$ cat src/rtl/uart_tx_controller.sv
// uart_tx_controller: memory-mapped UART transmitter.
// The CPU pushes bytes into a small FIFO and a serializer sends them as 8N1 frames.
// Build option: define UART_TX_PARITY_EN to send 8E1 frames instead.
//   8E1 frames carry an even parity bit between the data bits and the stop bit.
//   With the option, status bit 5 reads 1.
// Bus handshake: there is no valid/ready pair.
//   A write is taken on any clk edge where wen is high.
//   A read is combinational from address, and ren has no side effects.
// Register map:
//   addr 0 W : push data_in[7:0] when byte_select[0] is set.
//   addr 0 R : reads 0.
//   addr 1 R : {par, overflow, busy, full, empty, 0}.
//   addr 1 W : data_in[4]=1 clears overflow.
//   addr 2, addr 3 : read 0, writes are ignored.
module uart_tx_controller #(
  parameter int CLK_HZ        = 27000000,
  parameter int BAUD          = 115200,
  parameter int FIFO_DEPTH_LG = 4
) (
  input  logic        clk,
  input  logic        reset,
  input  logic        ren,
  input  logic        wen,
  input  logic [1:0]  address,
  input  logic [31:0] data_in,
  input  logic [3:0]  byte_select,
  output logic [31:0] data_out,
  output logic        uart_tx,
  output logic        irq_empty
);

  localparam int CLKS_PER_BIT = CLK_HZ / BAUD;
  localparam int CNT_W        = (CLKS_PER_BIT > 1) ? $clog2(CLKS_PER_BIT) : 1;
  localparam logic [CNT_W-1:0] CNT_LAST = CNT_W'(CLKS_PER_BIT - 1);
  localparam int DEPTH        = 1 << FIFO_DEPTH_LG;
  localparam logic [FIFO_DEPTH_LG:0] COUNT_FULL = (FIFO_DEPTH_LG + 1)'(DEPTH);

`ifdef UART_TX_PARITY_EN
  typedef enum logic [2:0] {S_IDLE, S_START, S_DATA, S_PARITY, S_STOP} state_t;
  localparam logic PARITY_PRESENT = 1'b1;
`else
  typedef enum logic [1:0] {S_IDLE, S_START, S_DATA, S_STOP} state_t;
  localparam logic PARITY_PRESENT = 1'b0;
`endif

  // FIFO storage and bookkeeping
  logic [7:0]               mem [DEPTH];
  logic [FIFO_DEPTH_LG-1:0] wr_ptr, rd_ptr;
  logic [FIFO_DEPTH_LG:0]   count;
  logic                     fifo_empty, fifo_full;
  logic                     push_req, push, pop, clr_ovf, overflow;

  // Serializer state
  state_t           state, state_n;
  logic [CNT_W-1:0] baud_cnt, baud_cnt_n;
  logic [2:0]       bit_idx, bit_idx_n;
  logic [7:0]       shift, shift_n;
  logic             tx_n, busy, bit_end;
`ifdef UART_TX_PARITY_EN
  logic             par_q, par_n;
`endif

  // ren, the upper data lanes and the upper byte enables do not affect the block.
  logic unused_inputs;
  assign unused_inputs = ^{ren, data_in[31:8], byte_select[3:1]};

  assign fifo_empty = (count == '0);
  assign fifo_full  = (count == COUNT_FULL);
  assign push_req   = wen && (address == 2'd0) && byte_select[0];
  assign push       = push_req && !fifo_full;
  assign clr_ovf    = wen && (address == 2'd1) && data_in[4];
  assign busy       = (state != S_IDLE);
  assign bit_end    = (baud_cnt == CNT_LAST);

  // FIFO data array; no reset needed, the contents are only read when count != 0.
  always_ff @(posedge clk) begin
    if (push) mem[wr_ptr] <= data_in[7:0];
  end

  // FIFO pointers, occupancy and sticky overflow flag.
  always_ff @(posedge clk or negedge reset) begin
    if (!reset) begin
      wr_ptr   <= '0;
      rd_ptr   <= '0;
      count    <= '0;
      overflow <= 1'b0;
    end else begin
      if (push) wr_ptr <= wr_ptr + 1'b1;
      if (pop)  rd_ptr <= rd_ptr + 1'b1;
      case ({push, pop})
        2'b10:   count <= count + 1'b1;
        2'b01:   count <= count - 1'b1;
        default: count <= count;
      endcase
      if (push_req && fifo_full) overflow <= 1'b1;
      else if (clr_ovf)          overflow <= 1'b0;
    end
  end

  // Serializer state register.
  always_ff @(posedge clk or negedge reset) begin
    if (!reset) begin
      state    <= S_IDLE;
      baud_cnt <= '0;
      bit_idx  <= '0;
      shift    <= '0;
`ifdef UART_TX_PARITY_EN
      par_q    <= 1'b0;
`endif
    end else begin
      state    <= state_n;
      baud_cnt <= baud_cnt_n;
      bit_idx  <= bit_idx_n;
      shift    <= shift_n;
`ifdef UART_TX_PARITY_EN
      par_q    <= par_n;
`endif
    end
  end

  // Serializer next-state logic.
  // This block also decides the FIFO pop and the line level for the next bit.
  always_comb begin
    state_n    = state;
    baud_cnt_n = baud_cnt;
    bit_idx_n  = bit_idx;
    shift_n    = shift;
    pop        = 1'b0;
    tx_n       = 1'b1;
`ifdef UART_TX_PARITY_EN
    par_n      = par_q;
`endif
    unique case (state)
      S_IDLE: begin
        if (!fifo_empty) begin
          pop        = 1'b1;
          shift_n    = mem[rd_ptr];
`ifdef UART_TX_PARITY_EN
          par_n      = ^mem[rd_ptr];
`endif
          baud_cnt_n = '0;
          state_n    = S_START;
        end
      end
      S_START: begin
        tx_n = 1'b0;
        if (bit_end) begin
          baud_cnt_n = '0;
          bit_idx_n  = '0;
          state_n    = S_DATA;
        end else begin
          baud_cnt_n = baud_cnt + 1'b1;
        end
      end
      S_DATA: begin
        tx_n = shift[0];
        if (bit_end) begin
          baud_cnt_n = '0;
          shift_n    = {1'b0, shift[7:1]};
          if (bit_idx == 3'd7) begin
`ifdef UART_TX_PARITY_EN
            state_n = S_PARITY;
`else
            state_n = S_STOP;
`endif
          end else begin
            bit_idx_n = bit_idx + 1'b1;
          end
        end else begin
          baud_cnt_n = baud_cnt + 1'b1;
        end
      end
`ifdef UART_TX_PARITY_EN
      S_PARITY: begin
        tx_n = par_q;
        if (bit_end) begin
          baud_cnt_n = '0;
          state_n    = S_STOP;
        end else begin
          baud_cnt_n = baud_cnt + 1'b1;
        end
      end
`endif
      S_STOP: begin
        tx_n = 1'b1;
        if (bit_end) begin
          baud_cnt_n = '0;
          // Chain straight into the next frame so back-to-back bytes leave no idle gap.
          if (!fifo_empty) begin
            pop     = 1'b1;
            shift_n = mem[rd_ptr];
`ifdef UART_TX_PARITY_EN
            par_n   = ^mem[rd_ptr];
`endif
            state_n = S_START;
          end else begin
            state_n = S_IDLE;
          end
        end else begin
          baud_cnt_n = baud_cnt + 1'b1;
        end
      end
      default: state_n = S_IDLE;
    endcase
  end

  // Line output is registered from the current state so it never glitches.
  always_ff @(posedge clk or negedge reset) begin
    if (!reset) uart_tx <= 1'b1;
    else        uart_tx <= tx_n;
  end

  // Registered interrupt: the FIFO is drained and the serializer is idle.
  always_ff @(posedge clk or negedge reset) begin
    if (!reset) irq_empty <= 1'b1;
    else        irq_empty <= fifo_empty && !busy;
  end

  // Combinational read mux.
  always_comb begin
    data_out = '0;
    if (address == 2'd1)
      data_out = {26'b0, PARITY_PRESENT, overflow, busy, fifo_full, fifo_empty, 1'b0};
  end

endmodule

$ cat config.mk
export PLATFORM = sky130hd
export DESIGN_NAME = uart_tx_controller
export DESIGN_NICKNAME = d
export VERILOG_FILES = /design/src/rtl/uart_tx_controller.sv
export SDC_FILE = /design/constraint.sdc
export NUM_CORES = 1
export LEC_CHECK = 0
export ABC_CLOCK_PERIOD_IN_PS = 5550
export CAP_MARGIN = 20
export CORE_AREA = 3 3 120 122
export DETAILED_ROUTE_END_ITERATION = 8
export DIE_AREA = 0 0 123 125
export GPL_ROUTABILITY_DRIVEN = 0
export PLACE_DENSITY = 0.76
export SYNTH_ARGS = -nofsm -noshare
export SYNTH_HDL_FRONTEND = slang
export SYNTH_SLANG_ARGS = --single-unit
$ cat constraint.sdc
create_clock -name clk -period 5.55 [get_ports clk]
set_clock_uncertainty 0.2 [all_clocks]
set_input_delay 0.555 -clock clk [delete_from_list [all_inputs] [get_ports clk]]
set_output_delay 0.555 -clock clk [all_outputs]
set_load 0.05 [all_outputs]
* Yosys cells after proc, flatten, opt, wreduce, memory -nomap -nowiden
Memory sizes are Yosys's and may differ from the RTL's. Index checks and enable logic that the tools add are counted.
Word-level totals: input port bits 42, memory bits (read-only) 0, register bits 37, latch bits 0, memories kept 1, RAM bits 128, logic and storage cells 81, output and inout port bits 34
Memory list:
- mem | words 16, width 8, rd ports 1, clocked after Yosys merged registers in 0, write ports 1, RTL line 47 | logic [7:0] mem [DEPTH];
Cells by class: bitwise operators 0, div/mod/pow operators 0, magnitude comparators 0, multiplexer cells 28, eq/ne operators 15, multipliers 0, $add $sub $neg 6, reduce and logical (&&, ||, !) cells 21, shift-type cells 0
Operators by type and width (count):
- two-way mux 8 bit | 5
- case mux 8 bit (3 select lines) | 1
- case mux 8 bit (2 select lines) | 1
- != test 2 bit, second input constant | 6
- two-way mux 2 bit | 5
- case mux 5 bit (2 select lines) | 1
- two-way mux 3 bit | 3
- adder 4 x 1 -> 4 bit, second input constant | 2
- adder 8 x 1 -> 8 bit, second input constant | 1
- == test 8 bit, second input constant | 1
- case mux 2 bit (4 select lines) | 1
- nonzero test 2 bit | 4
- logical AND 1 bit | 7
- two-way mux 1 bit | 7
- == test 2 x 1 -> 1 bit, second input constant | 3
- == test 2 bit, second input constant | 3
- case mux 3 bit (2 select lines) | 1
- adder 5 x 1 -> 5 bit, second input constant | 1
- == test 5 bit, second input constant | 1
- zero test 5 bit | 1
- two-way mux 5 bit | 1
- AND reduction 5 bit | 1
- subtractor 5 x 1 -> 5 bit, second input constant | 1
- zero test 2 bit | 2
- 8 further kinds | 10

* Logic depth before layout (Yosys ltp)
Gate-level depths: netlist (run 1).
depth after elaboration 6, mapped depth 13, mapped depth without buffers 13

* Least setup slack after synthesis (run 1)
OpenSTA, ideal clock, no wires.
path kind reg2reg, start point register baud_cnt[1], end point register count[4], buffers on the path 0, setup time 0.079 ns, setup slack 2.701 ns, required time 5.271 ns, data arrival time 2.569 ns, period minus slack after synthesis 2.849 ns, stages on the path, launching flop included 14, path through dfrtp_1 -> inv_1 -> ha_1 -> and4bb_2 -> a31oi_1 -> nor3b_2 -> ha_1 -> inv_1 -> fa_1 -> nor2b_1 -> o21ai_0 -> and3_1 -> nor3_1 -> xor2_1
Between the ends: cells in the longest elaborated chain, start to end 5, elaborated cells on any way between the ends 7, classes of those cells eq/ne (3); mux (3); reduce/logical (1)
RTL lines:
- start, declared | RTL line 55 | logic [CNT_W-1:0] baud_cnt, baud_cnt_n;
- start signal, assigned | RTL line 112 | baud_cnt <= baud_cnt_n;
- == test 8 bit * | RTL line 73 | assign bit_end = (baud_cnt == CNT_LAST);
- two-way mux 1 bit * | RTL line 186 | if (bit_end) begin
- case mux 1 bit (2 select lines) * | RTL line 133 | unique case (state)
- net pop | RTL line 51 | logic push_req, push, pop, clr_ovf, overflow;
- == test 2 x 1 -> 1 bit / == test 2 bit (equally long branches) | RTL line 90 | case ({push, pop})
- case mux 5 bit (2 select lines) / nonzero test 2 bit (equally long branches)
- end signal, assigned | RTL line 91 | 2'b10: count <= count + 1'b1;
- end signal, assigned | RTL line 92 | 2'b01: count <= count - 1'b1;
- end signal, assigned | RTL line 93 | default: count <= count;
- end, declared | RTL line 49 | logic [FIFO_DEPTH_LG:0] count;
The timed path passes the listed nets; every way through them passes the cells marked *. A chain may end at the register's enable or synchronous reset.

* Worst setup path in the final report (run 1)
Same ends and word-level chain as after synthesis.

==> results_tabular.tex, run 1 <==
\begin{tabular}{lr}
\hline
Metric & Value \\
\hline
\multicolumn{2}{l}{\textbf{Timing}} \\
\quad Unrepaired setup endpoints after global routing & false \\
\quad Final period demand of the worst path & 3.255 ns \\
\quad Fmax & 307.2 MHz \\
\quad Count of final max-slew check failures & 0 \\
\quad Actual slew at the worst max-slew pin & 0.9608 ns \\
\quad Final setup TNS & 0 ns \\
\quad Fraction of the cycle the final worst path needs & 58.65\% \\
\quad Endpoints failing setup & 0 \\
\quad Worst Slack Setup Final & 2.295 ns \\
\quad Final Hold Violating Endpoints & 0 \\
\quad Max-slew headroom & 35.95\% \\
\multicolumn{2}{l}{\textbf{Clocking}} \\
\quad TritonCTS clock tree & built \\
\quad CTS Root Buffer Type & sky130\_fd\_sc\_hd\_\_clkbuf\_16 \\
\quad Clock insertion delay at the later pin of the skew report & 0.42 ns \\
\quad Clock-pin transition on the worst setup and hold timing paths & 0.06 ns \\
\quad Number of levels in the clock H-tree & 4 \\
\quad Number of buffers on the longest clock path & 2 \\
\quad Number of clock buffers inserted by TritonCTS & 17 \\
\quad Setup Fix Bufs, Post-CTS & 0 \\
\quad Clk sink count & 165 \\
\quad Number of resized instances in the post-cts repair step & 0 \\
\quad CTS Hold Bufs & 0 \\
\multicolumn{2}{l}{\textbf{Cells and area}} \\
\quad Layout cells sized above 1 & 10.00\% \\
\quad Diodes inserted & 0 \\
\quad Area growth from synthesis to layout & 10.46\% \\
\quad Net total in the final layout & 558 \\
\quad Filler Cells Inserted & 967 \\
\multicolumn{2}{l}{\textbf{Logic synthesis}} \\
\quad Most used flip-flop cell after synthesis & sky130\_fd\_sc\_hd\_\_edfxtp\_1 \\
\quad Compound-cell area share of the yosys netlist & 7.006\% \\
\quad Post-synthesis share of cell area spent on full adders, half adders and majority gates & 3.382\% \\
\quad Async set-reset flop share out of synthesis & 22.42\% \\
\quad Share of synthesized area occupied by flip-flops and latches & 65.82\% \\
\quad EDFF count, synth & 128 \\
\quad Flops \& latches, synth & 165 \\
\quad Fraction of synthesized cell area in xor and xnor cells & 1.450\% \\
\quad Combinational family with the most area after synthesis & multiplexers \\
\quad Netlist area before placement & 7251 um\^{}2 \\
\quad Yosys cell types & 46 \\
\quad Multiplexer fraction of the synthesized cell area & 10.91\% \\
\quad Share of synthesized cell area in and, or, nand and nor gates & 6.557\% \\
\quad Synth Warn \# & 0 \\
\quad Number of instances in the synthesized netlist & 475 \\
\quad Mean cell area of the mapped netlist & 15.26 um\^{}2 \\
\multicolumn{2}{l}{\textbf{Global route}} \\
\quad Vias in the first global route & 4028 \\
\quad Grt ovf & 0 \\
\quad GRT Util Overall & 18.43\% \\
\quad Wire length of the first global-routing pass & 21200 um \\
\quad Antenna violations before repair & 0 \\
\quad Pin count of the biggest net entering global routing & 38 \\
\multicolumn{2}{l}{\textbf{Die}} \\
\quad Height of the die & 125 um \\
\quad Initial core utilization & 54.54\% \\
\quad Die footprint & 15380 um\^{}2 \\
\quad Die width & 123 um \\
\quad Top-level port count & 76 \\
\quad Core Footprint & 13300 um\^{}2 \\
\quad Standard-cell row count & 42 \\
\multicolumn{2}{l}{\textbf{Routing}} \\
\quad Per-cell via count in the routed design & 5.608 \\
\quad Vias after detailed routing & 3847 \\
\quad DRC violation count after routing & 0 \\
\quad First-pass iteration count of the detailed router & 5 \\
\quad Number of nets still failing antenna checks after routing & 0 \\
\quad Average wire per cell in the routed design & 19.12 um \\
\quad Final routed wirelength across all metal layers & 13120 um \\
\quad Detailed router's first-iteration violation count & 326 \\
\multicolumn{2}{l}{\textbf{Setup path}} \\
\quad Worst stage delay on the critical path & 0.43 ns \\
\quad CP Data Required Time & 5.69 ns \\
\quad Highest net fanout along the worst path & 5 \\
\quad Kind of cell with the highest combined delay on the critical path & simple AND/OR/NAND/NOR gates \\
\quad Type of destination of the critical path & flip-flop \\
\quad Type of the worst setup path & reg -> reg \\
\quad Sequence of cells on the critical path & inv\_1 > ha\_1 > and4bb\_2 > a31oi\_1 > nor3b\_2 > ha\_1 > inv\_1 > fa\_1 > nor2b\_1 > o21ai\_0 > and3\_1 > nor3\_1 > xor2\_1 \\
\quad Startpoint type of the worst setup path & flip-flop \\
\quad CP Buf/Inv Count & 2 \\
\quad Arrival time worst endpoint & 3.39 ns \\
\quad CP max-delay cell & sky130\_fd\_sc\_hd\_\_nor3b\_2 \\
\multicolumn{2}{l}{\textbf{Power and ir drop}} \\
\quad Power Dens Cells & 471.6 nW/um\^{}2 \\
\quad Maximum resistive drop on vdd & 236.9 uV \\
\quad P\_leak & 2.928 nW \\
\multicolumn{2}{l}{\textbf{Placed design}} \\
\quad Number of buffers inserted by port buffering & 19 \\
\quad Post-detail-place hpwl & 8621 um \\
\quad Setup slack at placement & 2.164 ns \\
\multicolumn{2}{l}{\textbf{Min path}} \\
\quad Hold Path Class & in -> async \\
\multicolumn{2}{l}{\textbf{Run}} \\
\quad Total of max-cap violations & 0 \\
\multicolumn{2}{l}{\textbf{Outcome}} \\
\quad Result of the run & completed \\
\hline
\end{tabular}
-- metrics by stage --
stage / area [um^2] / total power, mW / cells / utilization (%) / hold slack [ns]
floorplan: 7352 / 2.520 / 502 / - / 0.05941
global placement: 7475 / 2.711 / 654 / 56.22 / 0.2753
detailed placement: 7475 / 2.764 / 654 / 56.22 / 0.2890
CTS: 8009 / 3.807 / 686 / 60.24 / 0.05747
global route: 8009 / 3.995 / 686 / 60.24 / 0.09221
finish: 8009 / 3.777 / 686 / 60.24 / 0.03385
-- metal layers --
layer / track usage, % / wire length [um] / vias to the layer above
met5: 0 / 0 / -
met3: 4.381 / 971 / 8
met2: 32.00 / 7007 / 117
li1: - / - / 1794
met4: 5.342 / 122 / 0
met1: 23.00 / 5015 / 1928
-- flip-flops by register name, summed over array words and instances (netlist names) --
signal and count:
count 5, bit_idx 3, shift 8, baud_cnt 8, wr_ptr 4, rd_ptr 4, state 2, mem 128
uart_tx 1, irq_empty 1, overflow 1
-- synth_stat cells (2+ instances only) --
cell type / count / area, um^2
sky130_fd_sc_hd__a21o_1: 2 / 15.01
sky130_fd_sc_hd__a21oi_1: 17 / 85.08
sky130_fd_sc_hd__a22oi_1: 16 / 120.1
sky130_fd_sc_hd__a2bb2oi_1: 7 / 61.31
sky130_fd_sc_hd__and2_1: 18 / 112.6
sky130_fd_sc_hd__and3_1: 5 / 31.28
sky130_fd_sc_hd__buf_2: 4 / 20.02
sky130_fd_sc_hd__buf_4: 31 / 232.7
sky130_fd_sc_hd__clkbuf_1: 8 / 30.03
sky130_fd_sc_hd__dfrtp_1: 35 / 875.8
sky130_fd_sc_hd__dfstp_2: 2 / 52.55
sky130_fd_sc_hd__edfxtp_1: 128 / 3844
sky130_fd_sc_hd__ha_1: 18 / 225.2
sky130_fd_sc_hd__inv_1: 14 / 52.55
sky130_fd_sc_hd__mux2_2: 2 / 22.52
sky130_fd_sc_hd__mux2i_1: 31 / 310.3
sky130_fd_sc_hd__mux4_1: 8 / 210.2
sky130_fd_sc_hd__mux4_2: 11 / 247.7
sky130_fd_sc_hd__nand2_1: 22 / 82.58
sky130_fd_sc_hd__nand2b_1: 5 / 31.28
sky130_fd_sc_hd__nand3_1: 4 / 20.02
sky130_fd_sc_hd__nor2_1: 14 / 52.55
sky130_fd_sc_hd__nor2b_1: 5 / 31.28
sky130_fd_sc_hd__nor3_1: 3 / 15.01
sky130_fd_sc_hd__o21ai_0: 19 / 95.09
sky130_fd_sc_hd__o22ai_1: 9 / 56.30
sky130_fd_sc_hd__o31ai_1: 2 / 15.01
sky130_fd_sc_hd__or3_1: 7 / 43.79
sky130_fd_sc_hd__xnor2_1: 7 / 61.31
sky130_fd_sc_hd__xor2_1: 5 / 43.79
-- power by group --
group	total, mW	internal [mW]	switching [mW]
clock	1.05	0.578	0.468
sequential	1.58	1.45	0.125
combinational	1.15	0.516	0.637
-- cells by family after synthesis --
| group | Yosys count |
|---|---|
| AO/OA/AOI/OAI | 79 |
| XOR/XNOR | 12 |
| adder cells (fa/ha/maj) | 19 |
| buffers and inverters | 59 |
| flip-flops | 165 |
| multiplexers | 52 |
| other | 1 |
| AND/OR/NAND/NOR | 88 |
-- path summary, 6_finish.rpt --
path / start / to / slack, ns / depth (start not counted)
setup / recovery: baud_cnt[1] / count[4] / 2.30 / 13
hold / removal: reset / count[1] / 0.03 / 1
setup reg to reg: baud_cnt[1] / count[4] / 2.30 / 13
hold reg to reg: count[4] / count[4] / 0.32 / 1
max in group asynchronous: reset / shift[6] / 4.59 / 1
min in group clk: count[4] / count[4] / 0.32 / 1
-- layout by cell type (no fill, tap or decap), types with 3 or more instances in the layout --
cell type and instances:
sky130_fd_sc_hd__edfxtp_1 128, sky130_fd_sc_hd__dfrtp_1 35, sky130_fd_sc_hd__mux2i_1 31, sky130_fd_sc_hd__conb_1 28
sky130_fd_sc_hd__nand2_1 22, sky130_fd_sc_hd__o21ai_0 19, sky130_fd_sc_hd__and2_1 18, sky130_fd_sc_hd__ha_1 18
sky130_fd_sc_hd__clkdlybuf4s50_1 18, sky130_fd_sc_hd__a21oi_1 17, sky130_fd_sc_hd__clkbuf_16 17, sky130_fd_sc_hd__a22oi_1 16
sky130_fd_sc_hd__inv_1 14, sky130_fd_sc_hd__nor2_1 14, sky130_fd_sc_hd__mux4_2 11, sky130_fd_sc_hd__o22ai_1 9
sky130_fd_sc_hd__mux4_1 8, sky130_fd_sc_hd__xnor2_1 7, sky130_fd_sc_hd__or3_1 7, sky130_fd_sc_hd__a2bb2oi_1 7
sky130_fd_sc_hd__and3_1 5, sky130_fd_sc_hd__nand2b_1 5, sky130_fd_sc_hd__xor2_1 5, sky130_fd_sc_hd__nor2b_1 5
sky130_fd_sc_hd__nand3_1 4, sky130_fd_sc_hd__nor3_1 3, sky130_fd_sc_hd__clkinv_4 3, sky130_fd_sc_hd__clkinvlp_4 3
-- final cells by class --
class / instances / area, um^2 / area share, %
inverter: 14 / 52.55 / 0.6561
sequential: 165 / 4772 / 59.58
clock inverter: 13 / 101.3 / 1.265
timing repair buffer: 21 / 200.2 / 2.500
clock buffer: 19 / 432.9 / 5.405
tap: 176 / 220.2 / 2.750
multi-input combinational: 278 / 2230 / 27.84
No activity file was read; power rests on OpenSTA's default activity.
==> run 2, diff against run 1 <==
ABC_CLOCK_PERIOD_IN_PS = 3200   (was 5550)
clock period = 3.2 ns   (was 5.55 ns; I/O delays follow)
==> run 2 against run 1 <==
Compared with the run above: non-clock buffer count increased by 6; highest routed layer unchanged; sequential power rose by 75%; total power rose by 82%; critical path type is now reg -> out; clock power increased by 97%; global-route usage is 0.14 points higher; sequential share of layout area decreased by 0.96 points; count of clock-buffer cells in the layout is 2 lower; first-iteration DRC count is 10% lower; wire length is 2.9% higher; worst hold slack improved by 0.28 ns; utilization is 0.99 points higher; worst setup slack worse by 2.1 ns.
==> results_tabular.tex, run 2 (synthesis results as in run 1) <==
\begin{tabular}{lr}
\hline
Metric & Value \\
\hline
\multicolumn{2}{l}{\textbf{Outcome}} \\
\quad Result of the run & completed \\
\multicolumn{2}{l}{\textbf{Run}} \\
\quad Total of max-cap violations & 0 (unchanged) \\
\multicolumn{2}{l}{\textbf{Clocking}} \\
\quad Clock-pin transition on the worst setup and hold timing paths & 0.06 ns (about the same) \\
\quad TritonCTS clock tree & built \\
\quad Number of resized instances in the post-cts repair step & 0 (unchanged) \\
\quad Clk sink count & 165 (unchanged) \\
\quad Number of buffers on the longest clock path & 2 (unchanged) \\
\quad CTS Root Buffer Type & sky130\_fd\_sc\_hd\_\_clkbuf\_16 \\
\quad Clock insertion delay at the later pin of the skew report & 0.43 ns (about the same) \\
\quad Number of levels in the clock H-tree & 4 (unchanged) \\
\quad Number of clock buffers inserted by TritonCTS & 17 (unchanged) \\
\multicolumn{2}{l}{\textbf{Timing}} \\
\quad Count of final max-slew check failures & 0 (unchanged) \\
\quad Max-slew headroom & 40.46\% (+4.5 points) \\
\quad Final period demand of the worst path & 3.030 ns \\
\quad Fmax & 330.1 MHz \\
\quad Actual slew at the worst max-slew pin & 0.8931 ns (-0.06774 ns) \\
\quad Unrepaired setup endpoints after global routing & false \\
\quad Final Hold Violating Endpoints & 0 (unchanged) \\
\quad Endpoints failing setup & 0 (unchanged) \\
\quad Final setup TNS & 0 ns (unchanged) \\
\quad Fraction of the cycle the final worst path needs & 94.67\% \\
\multicolumn{2}{l}{\textbf{Global route}} \\
\quad Vias in the first global route & 3976 (-1.3\%) \\
\quad GRT Util Overall & 18.57\% (+0.14 points) \\
\quad Grt ovf & 0 (unchanged) \\
\quad Antenna violations before repair & 0 (unchanged) \\
\quad Pin count of the biggest net entering global routing & 38 (unchanged) \\
\quad Wire length of the first global-routing pass & 21330 um (+0.62\%) \\
\multicolumn{2}{l}{\textbf{Die}} \\
\quad Standard-cell row count & 42 (unchanged) \\
\quad Die width & 123 um (unchanged) \\
\quad Initial core utilization & 54.54\% (unchanged) \\
\quad Core Footprint & 13300 um\^{}2 (unchanged) \\
\quad Top-level port count & 76 (unchanged) \\
\quad Height of the die & 125 um (unchanged) \\
\quad Die footprint & 15380 um\^{}2 (unchanged) \\
\multicolumn{2}{l}{\textbf{Setup path}} \\
\quad Arrival time worst endpoint & 2.51 ns (-0.88 ns) \\
\quad Capture point of the worst reg-to-reg path & count[4] \\
\quad FF-to-FF Start & baud\_cnt[0] \\
\quad Number of cells traversed by the worst register-to-register path & 12 (-1) \\
\quad Sequence of cells on the critical path & nor4\_2 > nand2b\_1 > buf\_4 > nor2\_1 > clkdlybuf4s50\_1 \\
\quad CP Data Required Time & 2.68 ns (-3.01 ns) \\
\quad CP Launch Point & count[1] \\
\quad CP max-delay cell & sky130\_fd\_sc\_hd\_\_clkdlybuf4s50\_1 \\
\quad R2R Setup Slk & 0.21 ns (-2.09 ns) \\
\quad Startpoint type of the worst setup path & flip-flop \\
\quad Type of the worst setup path & reg -> out \\
\quad Highest net fanout along the worst path & 7 (+2) \\
\quad Type of destination of the critical path & output port \\
\quad Worst stage delay on the critical path & 0.81 ns (+0.38 ns) \\
\quad Worst Setup EP & data\_out[1] \\
\multicolumn{2}{l}{\textbf{Routing}} \\
\quad Final routed wirelength across all metal layers & 13500 um (+2.9\%) \\
\quad DRC violation count after routing & 0 (unchanged) \\
\quad Vias after detailed routing & 3935 (+2.3\%) \\
\quad Detailed router's first-iteration violation count & 293 (-10\%) \\
\quad Per-cell via count in the routed design & 5.686 (+1.4\%) \\
\quad Average wire per cell in the routed design & 19.51 um (+2.0\%) \\
\quad Number of nets still failing antenna checks after routing & 0 (unchanged) \\
\quad First-pass iteration count of the detailed router & 5 (unchanged) \\
\multicolumn{2}{l}{\textbf{Cells and area}} \\
\quad Area growth from synthesis to layout & 12.27\% \\
\quad Non-filler instance count after layout & 692 (+0.87\%) \\
\quad Registers with the most flip-flops & mem (128), baud\_cnt (8), shift (8) \\
\quad Diodes inserted & 0 (unchanged) \\
\quad Commonest cells after routing, fill and taps aside & sky130\_fd\_sc\_hd\_\_edfxtp\_1, sky130\_fd\_sc\_hd\_\_dfrtp\_1, sky130\_fd\_sc\_hd\_\_mux2i\_1, sky130\_fd\_sc\_hd\_\_conb\_1, sky130\_fd\_sc\_hd\_\_nand2\_1 \\
\quad Most common cell after layout, fill and taps aside & sky130\_fd\_sc\_hd\_\_edfxtp\_1 \\
\quad FF/Latch Area & 4772 um\^{}2 (unchanged) \\
\quad Top register by number of flip-flops & mem \\
\quad Net total in the final layout & 564 (+1.1\%) \\
\quad Multi-input gate area & 2230 um\^{}2 (unchanged) \\
\quad Layout Utilization & 61.23\% (+0.99 points) \\
\quad Layout cells sized above 1 & 11.63\% (+1.6 points) \\
\quad Filler Cells Inserted & 970 (+0.31\%) \\
\quad Flip-flop count of the largest register after layout & 128 (unchanged) \\
\multicolumn{2}{l}{\textbf{Power and ir drop}} \\
\quad P\_leak & 2.996 nW (+2.3\%) \\
\quad Maximum resistive drop on vdd & 432.5 uV (+83\%) \\
\quad Power Dens Cells & 844.8 nW/um\^{}2 (+79\%) \\
\multicolumn{2}{l}{\textbf{Placed design}} \\
\quad Number of buffers inserted by port buffering & 19 (unchanged) \\
\quad Number of placed cells counting well taps & 659 (+0.76\%) \\
\quad Post-detail-place hpwl & 8655 um (+0.40\%) \\
\multicolumn{2}{l}{\textbf{Min path}} \\
\quad Hold Path Class & reg -> reg \\
\hline
\end{tabular}
-- run 2: changes by cell type in the layout (fill, tap and decap cells not counted), moves of 2 or more --
cell                        before  now
sky130_fd_sc_hd__clkinv_1        2    0
sky130_fd_sc_hd__buf_4           2    7
sky130_fd_sc_hd__clkbuf_1        2    0
sky130_fd_sc_hd__bufinv_16       0    2
sky130_fd_sc_hd__clkinv_8        0    2
-- run 2: worst min-delay path by stage --
stage	start	slack, ns	cells after the start	to
after global placement	reset	0.25	1	count[1]
after floorplan	reset	-0.18	0	baud_cnt[0]
final	shift[7]	0.32	2	shift[7]
after detailed placement	reset	0.27	1	count[1]
after global routing	count[4]	0.34	1	count[4]
after CTS	baud_cnt[4]	0.32	1	baud_cnt[4]
-- run 2: final cells by class --
class,instances,area share [%]
clock buffers,17,5.226
clock inverters,15,2.367
inverters,14,0.6456
multi-input cells,278,27.39
flip-flops and latches,165,58.62
well taps,176,2.705
repair buffers,27,3.043
-- run 2: where the power goes --
| group | leakage, nW | switching (mW) | internal [mW] |
|---|---|---|---|
| combinational | 1.10 | 1.12 | 0.915 |
| sequential | 1.60 | 0.251 | 2.52 |
| clock | 0.292 | 0.887 | 1.19 |
-- run 2: through the flow --
stage / hold slack [ns] / worst slack, ns / total power, mW / cell area [um^2]
2_1_floorplan: -0.1756 / 0.3514 / 4.370 / 7352
3_3_place_gp: 0.2542 / 0.2931 / 4.732 / 7512
3_5_place_dp: 0.2662 / 0.2102 / 4.824 / 7512
4_1_cts: 0.3174 / 0.1548 / 6.911 / 8140
5_1_grt: 0.3426 / 0.02189 / 7.253 / 8140
6_report: 0.3167 / 0.1704 / 6.877 / 8140
-- run 2: repair_timing --
item                      4_1_cts  5_1_grt
buffers inserted                0        0
hold endpoints to repair       35        0
hold buffers                    1        0
-- run 2: critical path: cells and delay by family, from the launching register on --
| kind | cells | cell delay, ns |
|---|---|---|
| simple gates | 3 | 0.67 |
| flops | 1 | 0.42 |
| buf+inv | 2 | 0.99 |
-- run 2: routing by layer --
| layer | GRT usage, % | up-vias | share of wire, % |
|---|---|---|---|
| met3 | 4.607 | 22 | 5.6 |
| met2 | 31.42 | 125 | 53 |
| li1 | - | 1811 | - |
| met1 | 23.28 | 1977 | 40 |
| met4 | 6.580 | 0 | 2.0 |
| met5 | 0 | - | 0 |
==> run 3, diff against run 2 <==
TNS_END_PERCENT = 20   (was unset)
==> results of run 3 <==
Same layout as run 2: the final DEF is identical, and so are final timing and power.
